File: src/rtl/bilinear_pixel_fetch.sv
// 2x2 bilinear neighbourhood fetcher over a single-port byte SRAM, with an idle-time image load port.
// Optional macro FETCH_STATS_EN adds a saturating 16-bit fetch_count of retired neighbourhoods.
module bilinear_pixel_fetch #(
    parameter int unsigned ADDR_BITS  = 8,
    parameter int unsigned DATA_BITS  = 8,
    parameter int unsigned IMG_W      = 16,
    parameter int unsigned IMG_H      = 16,
    parameter int unsigned COORD_BITS = 4
) (
    input  logic                  clk,
    input  logic                  rst_n,
`ifdef FETCH_STATS_EN
    output logic [15:0]           fetch_count,
`endif
    input  logic                  req_valid,
    output logic                  req_ready,
    input  logic [COORD_BITS-1:0] req_x,
    input  logic [COORD_BITS-1:0] req_y,
    output logic                  out_valid,
    input  logic                  out_ready,
    output logic [DATA_BITS-1:0]  p00,
    output logic [DATA_BITS-1:0]  p01,
    output logic [DATA_BITS-1:0]  p10,
    output logic [DATA_BITS-1:0]  p11,
    input  logic                  ld_valid,
    output logic                  ld_ready,
    input  logic [ADDR_BITS-1:0]  ld_addr,
    input  logic [DATA_BITS-1:0]  ld_data,
    output logic                  mem_we,
    output logic [ADDR_BITS-1:0]  mem_addr,
    output logic [DATA_BITS-1:0]  mem_wdata,
    input  logic [DATA_BITS-1:0]  mem_rdata
);

    typedef enum logic [1:0] {S_IDLE, S_ISSUE, S_DRAIN, S_OUT} state_t;

    state_t                state, state_n;
    logic [1:0]            idx, idx_n;
    logic [COORD_BITS-1:0] xc, yc, x1, y1;
    logic [COORD_BITS-1:0] req_xc, req_yc, req_x1, req_y1;
    logic [COORD_BITS-1:0] row, col;
    logic [31:0]           lin_addr;
    logic                  req_fire;

    assign req_fire = (state == S_IDLE) && req_valid && !ld_valid;

    // Edge clamp of the incoming coordinate and its right/lower neighbour.
    always_comb begin
        req_xc = (32'(req_x) > IMG_W - 1) ? COORD_BITS'(IMG_W - 1) : req_x;
        req_yc = (32'(req_y) > IMG_H - 1) ? COORD_BITS'(IMG_H - 1) : req_y;
        req_x1 = (32'(req_xc) == IMG_W - 1) ? req_xc : req_xc + COORD_BITS'(1);
        req_y1 = (32'(req_yc) == IMG_H - 1) ? req_yc : req_yc + COORD_BITS'(1);
    end

    // Neighbour selection in raster order, linear address at full width.
    always_comb begin
        row = yc;
        col = xc;
        unique case (idx)
            2'd0: begin row = yc; col = xc; end
            2'd1: begin row = yc; col = x1; end
            2'd2: begin row = y1; col = xc; end
            default: begin row = y1; col = x1; end
        endcase
        lin_addr = 32'(row) * IMG_W + 32'(col);
    end

    always_ff @(posedge clk or negedge rst_n) begin
        if (!rst_n) begin
            state <= S_IDLE;
            idx   <= 2'd0;
        end else begin
            state <= state_n;
            idx   <= idx_n;
        end
    end

    // Next state and SRAM/handshake drive; load wins over fetch in IDLE.
    always_comb begin
        state_n   = state;
        idx_n     = idx;
        req_ready = 1'b0;
        ld_ready  = 1'b0;
        mem_we    = 1'b0;
        mem_addr  = '0;
        mem_wdata = '0;
        unique case (state)
            S_IDLE: begin
                ld_ready  = 1'b1;
                req_ready = !ld_valid;
                if (ld_valid) begin
                    mem_we    = rst_n;
                    mem_addr  = ld_addr;
                    mem_wdata = ld_data;
                end else if (req_valid) begin
                    state_n = S_ISSUE;
                    idx_n   = 2'd0;
                end
            end
            S_ISSUE: begin
                mem_addr = ADDR_BITS'(lin_addr);
                idx_n    = idx + 2'd1;
                if (idx == 2'd3) begin
                    state_n = S_DRAIN;
                end
            end
            S_DRAIN: state_n = S_OUT;
            S_OUT: begin
                if (out_ready) begin
                    state_n = S_IDLE;
                end
            end
            default: state_n = S_IDLE;
        endcase
    end

    // Coordinate latch, pixel capture one cycle behind the issued address, output valid.
    always_ff @(posedge clk or negedge rst_n) begin
        if (!rst_n) begin
            xc        <= '0;
            yc        <= '0;
            x1        <= '0;
            y1        <= '0;
            p00       <= '0;
            p01       <= '0;
            p10       <= '0;
            p11       <= '0;
            out_valid <= 1'b0;
        end else begin
            if (req_fire) begin
                xc <= req_xc;
                yc <= req_yc;
                x1 <= req_x1;
                y1 <= req_y1;
            end
            if (state == S_ISSUE) begin
                case (idx)
                    2'd1:    p00 <= mem_rdata;
                    2'd2:    p01 <= mem_rdata;
                    2'd3:    p10 <= mem_rdata;
                    default: ;
                endcase
            end
            if (state == S_DRAIN) begin
                p11 <= mem_rdata;
            end
            out_valid <= (state == S_DRAIN) || (out_valid && !out_ready);
        end
    end

`ifdef FETCH_STATS_EN
    always_ff @(posedge clk or negedge rst_n) begin
        if (!rst_n) begin
            fetch_count <= 16'd0;
        end else if (out_valid && out_ready && (fetch_count != 16'hFFFF)) begin
            fetch_count <= fetch_count + 16'd1;
        end
    end
`endif

endmodule

File: config.mk
export PLATFORM = sky130hd
export DESIGN_NAME = bilinear_pixel_fetch
export DESIGN_NICKNAME = d
export VERILOG_FILES = /design/src/rtl/bilinear_pixel_fetch.sv
export SDC_FILE = /design/constraint.sdc
export NUM_CORES = 1
export LEC_CHECK = 0
export CORE_MARGIN = 5
export CORE_UTILIZATION = 40
export CTS_BUF_LIST = sky130_fd_sc_hd__clkbuf_2
export DETAILED_ROUTE_END_ITERATION = 7
export GPL_TIMING_DRIVEN = 0
export HOLD_SLACK_MARGIN = 0.03
export PLACE_DENSITY = 0.84
export RECOVER_POWER = 25
export SLEW_MARGIN = 20
export SYNTH_ARGS = -nofsm -noshare
export SYNTH_HDL_FRONTEND = slang
export SYNTH_SLANG_ARGS = --single-unit
File: constraint.sdc
create_clock -name clk -period 1.9 [get_ports clk]
set_input_delay 0.285 -clock clk [delete_from_list [all_inputs] [get_ports clk]]
set_output_delay 0.285 -clock clk [all_outputs]
set_load 0.005 [all_outputs]
==> results.json <==
{
  "timing.hold.ws_ps": 71.6,
  "globalRouteTotalUtil_pct": 16.8,
  "power_frac_clock_pct": 7.6,
  "power_mw": 6.00,
  "rr_worst_depth": 5,
  "cp-endpoint": "mem_addr[7]",
  "cts_tree": "built",
  "crit_top_cell": "buf_6",
  "r2r_start": "state[0]",
  "wl_per_cell_um": 16.7,
  "drc": 0,
  "hold_violations": 0,
  "rsz0062_at_grt": "yes",
  "die_w_um": 89.5,
  "cp.arrival_ps": 2080,
  "ios": 89,
  "drive_gt1_share_pct": 38.7,
  "place_hpwl_mm": 4.50,
  "ir_drop_uv": 781,
  "postLayoutSetupSlackWorst_ps": -461,
  "seqPwrFrac_pct": 33.4,
  "cts.path.max_buffers": 2,
  "clock_skew_ps": 30.1,
  "ant_nets": 0,
  "p_sw_share_pct": 32.4,
  "final_core_util_pct": 61.2,
  "start_util_pct": 40.5,
  "syn_inst": 198,
  "hold_path_class": "input port to asynchronous set/reset pin",
  "clock_sinks": 53,
  "end_kind": "output pin",
  "htreeDepth": 2,
  "yosys_warnings": 0,
  "drtPass1Iterations": 4,
  "fin_setup_tns_ps": -3660,
  "viasPerCell": 5.12,
  "reg2reg_slack_ps": -20,
  "synth_seq_cells": 53,
  "netlist_area_sq_um": 2530,
  "p_leak_nw": 1.74,
  "antenna_found_initial": 0,
  "syn_avg_cell_area_sq_um": 12.8,
  "p_int_mw": 4.06,
  "max_cap_viol_count": 0,
  "core_area_sq_um": 6240,
  "power_frac_comb_pct": 59.0,
  "grt_overflow": 0,
  "stdcell_area_sq_um": 3820,
  "nNetsFinal": 359,
  "pwr_density_cell_nw_per_um2": 1570,
  "cp_max_fo": 4,
  "grt_pass1_vias": 2053,
  "vias": 1997,
  "path_depth": 7,
  "path_delay_family": "flip-flops",
  "die_h_um": 89.5,
  "critPathLaunch": "idx[0]",
  "fin_crit_sh_pct": 124,
  "io_buffer_count": 88,
  "drt_wl_total_mm": 6.50,
  "max_stage_delay_ps": 470,
  "tightest_slew_ps": 1310,
  "r2r-end": "state[1]",
  "slew_headroom_pct": 12.4,
  "cp_cell_sequence": "buf_6, ha_4, nor2_4, buf_6, mux2_4, a22o_1, buf_2",
  "violations": "setup timing",
  "rows": 29,
  "cts_root_buf": "clkbuf_2",
  "grt_pass1_wl_mm": 10.3,
  "cp.required_ps": 1620,
  "switching_power_mw": 1.95,
  "gp_congestion": 0.739,
  "path_buf_inv": 3,
  "antenna_cells": 0,
  "clkLatencyLatePin_ps": 440,
  "clock.fmax_ghz": 0.424,
  "setup_violations": 12,
  "fin_crit_ps": 2360,
  "dieArea_sq_um": 8010,
  "drt_iter0_markers": 54,
  "synth_seq_area_share_pct": 52.5,
  "slew_viol_final": 0,
  "worstSetupPathType": "register to output pin",
  "place_area_sq_um": 3500,
  "grt_max_degree": 55,
  "start_kind": "register",
  "synth_nets": 245,
  "cts.clk_slew.worst_paths_ps": 280,
  "cp_slowest_cell": "dfrtp_1",
  "numCtsBuffers": 5,
  "ys_types": 29,
  "syn_to_final_growth_pct": 51.0,
  "outcome": "complete, but fails checks"
}
timing repair:
action	CTS	global route
gates resized for setup	118	8
hold endpoints to repair	53	53
pin swaps	6	6
buffers inserted	17	4
cloned	0	0
setup endpoints to repair	19	20
power by group through the flow:
stage	Combinational (mW)	Sequential, mW	Clock (mW)
floorplan	1.37	2.01	0
global placement	2.73	2.00	0
detailed placement	2.80	2.03	0
CTS	3.38	2.00	0.475
global route	3.81	2.08	0.527
finish	3.54	2.00	0.457
layout by cell type, fill, tap and decap left out, drive strengths merged, types with 5 or more instances in the layout:
master         synthesis  final
buf                    4     44
clkdlybuf4s50          0     68
a22o                   8      8
dfrtp                 53     53
clkbuf                 5      9
nand3                  5      5
mux2                  49     49
ha                    10     10
nand2                 12     12
and3                   9      9
inv                    6      7
o21ai                 11     11
Yosys cell counts (all sizes together):
| cell | n | share of area, % |
|---|---|---|
| o221ai | 1 | 0.35 |
| clkbuf | 5 | 0.74 |
| a21oi | 1 | 0.20 |
| a21o | 1 | 0.30 |
| dfrtp | 53 | 52 |
| a222oi | 1 | 0.40 |
| nand2b | 3 | 1.0 |
| nor2b | 1 | 0.25 |
| ha | 10 | 5.0 |
| o21a | 1 | 0.30 |
| nor2 | 3 | 0.45 |
| and3 | 9 | 2.2 |
| inv | 6 | 0.89 |
| xnor2 | 3 | 1.0 |
| a22o | 8 | 2.8 |
| a22oi | 1 | 0.30 |
| o21ai | 11 | 2.2 |
| nand2 | 12 | 1.8 |
| a2bb2oi | 1 | 0.35 |
| and2 | 1 | 0.25 |
| mux2i | 4 | 1.6 |
| buf | 4 | 1.0 |
| nand3 | 5 | 0.99 |
| mux2 | 49 | 22 |
| nand3b | 4 | 1.3 |
sequential cells by signal, summed over array words and instances (netlist names):
| register | cells |
|---|---|
| out_valid | 1 |
| p11 | 8 |
| idx | 2 |
| p10 | 8 |
| y1 | 4 |
| x1 | 4 |
| p00 | 8 |
| p01 | 8 |
| state | 2 |
| xc | 4 |
| yc | 4 |
kinds of logic after synthesis:
family | count (synthesis) | share of synthesized area, %
flops | 53 | 52.5
xor+xnor | 3 | 1.04
simple gates | 38 | 8.32
fa+ha+maj | 10 | 4.95
mux | 53 | 23.4
compound gates | 26 | 7.13
buf+inv | 15 | 2.67
how the worst min path moves through the flow:
stage | from | end | slack (ps) | cells past startpoint
CTS | rst_n | p10[2] | -170 | 1
finish | rst_n | p10[4] | 70 | 1
global placement | y1[2] | y1[2] | 460 | 2
global route | rst_n | p00[7] | 140 | 1
floorplan | rst_n | idx[0] | -10 | 0
detailed placement | rst_n | p01[2] | 370 | 1
final cells by class:
class	instances	area, sq um
repair buffers	109	1010
multi-input cells	130	1260
clock buffers	5	25.0
well taps	77	96.3
fillers	512	2420
flip-flops and latches	53	1330
inverters	6	22.5
plain buffers	7	55.1
clock inverters	3	21.3
routing by layer:
metal  routed length, um  vias to the layer above  global-route usage (%)
met5                   0                        -                       0
met4                 126                        0                    5.95
met3                 353                       11                    2.58
met2                3450                       59                    30.5
met1                2580                      994                    20.0
li1                    -                      933                       -
through the flow:
stage               setup slack (ps)  instances
global placement               -1710        363
finish                          -461        390
floorplan                        174        198
detailed placement              -534        363
global route                    -561        390
CTS                             -467        386
(Power assumes the default switching activity.)
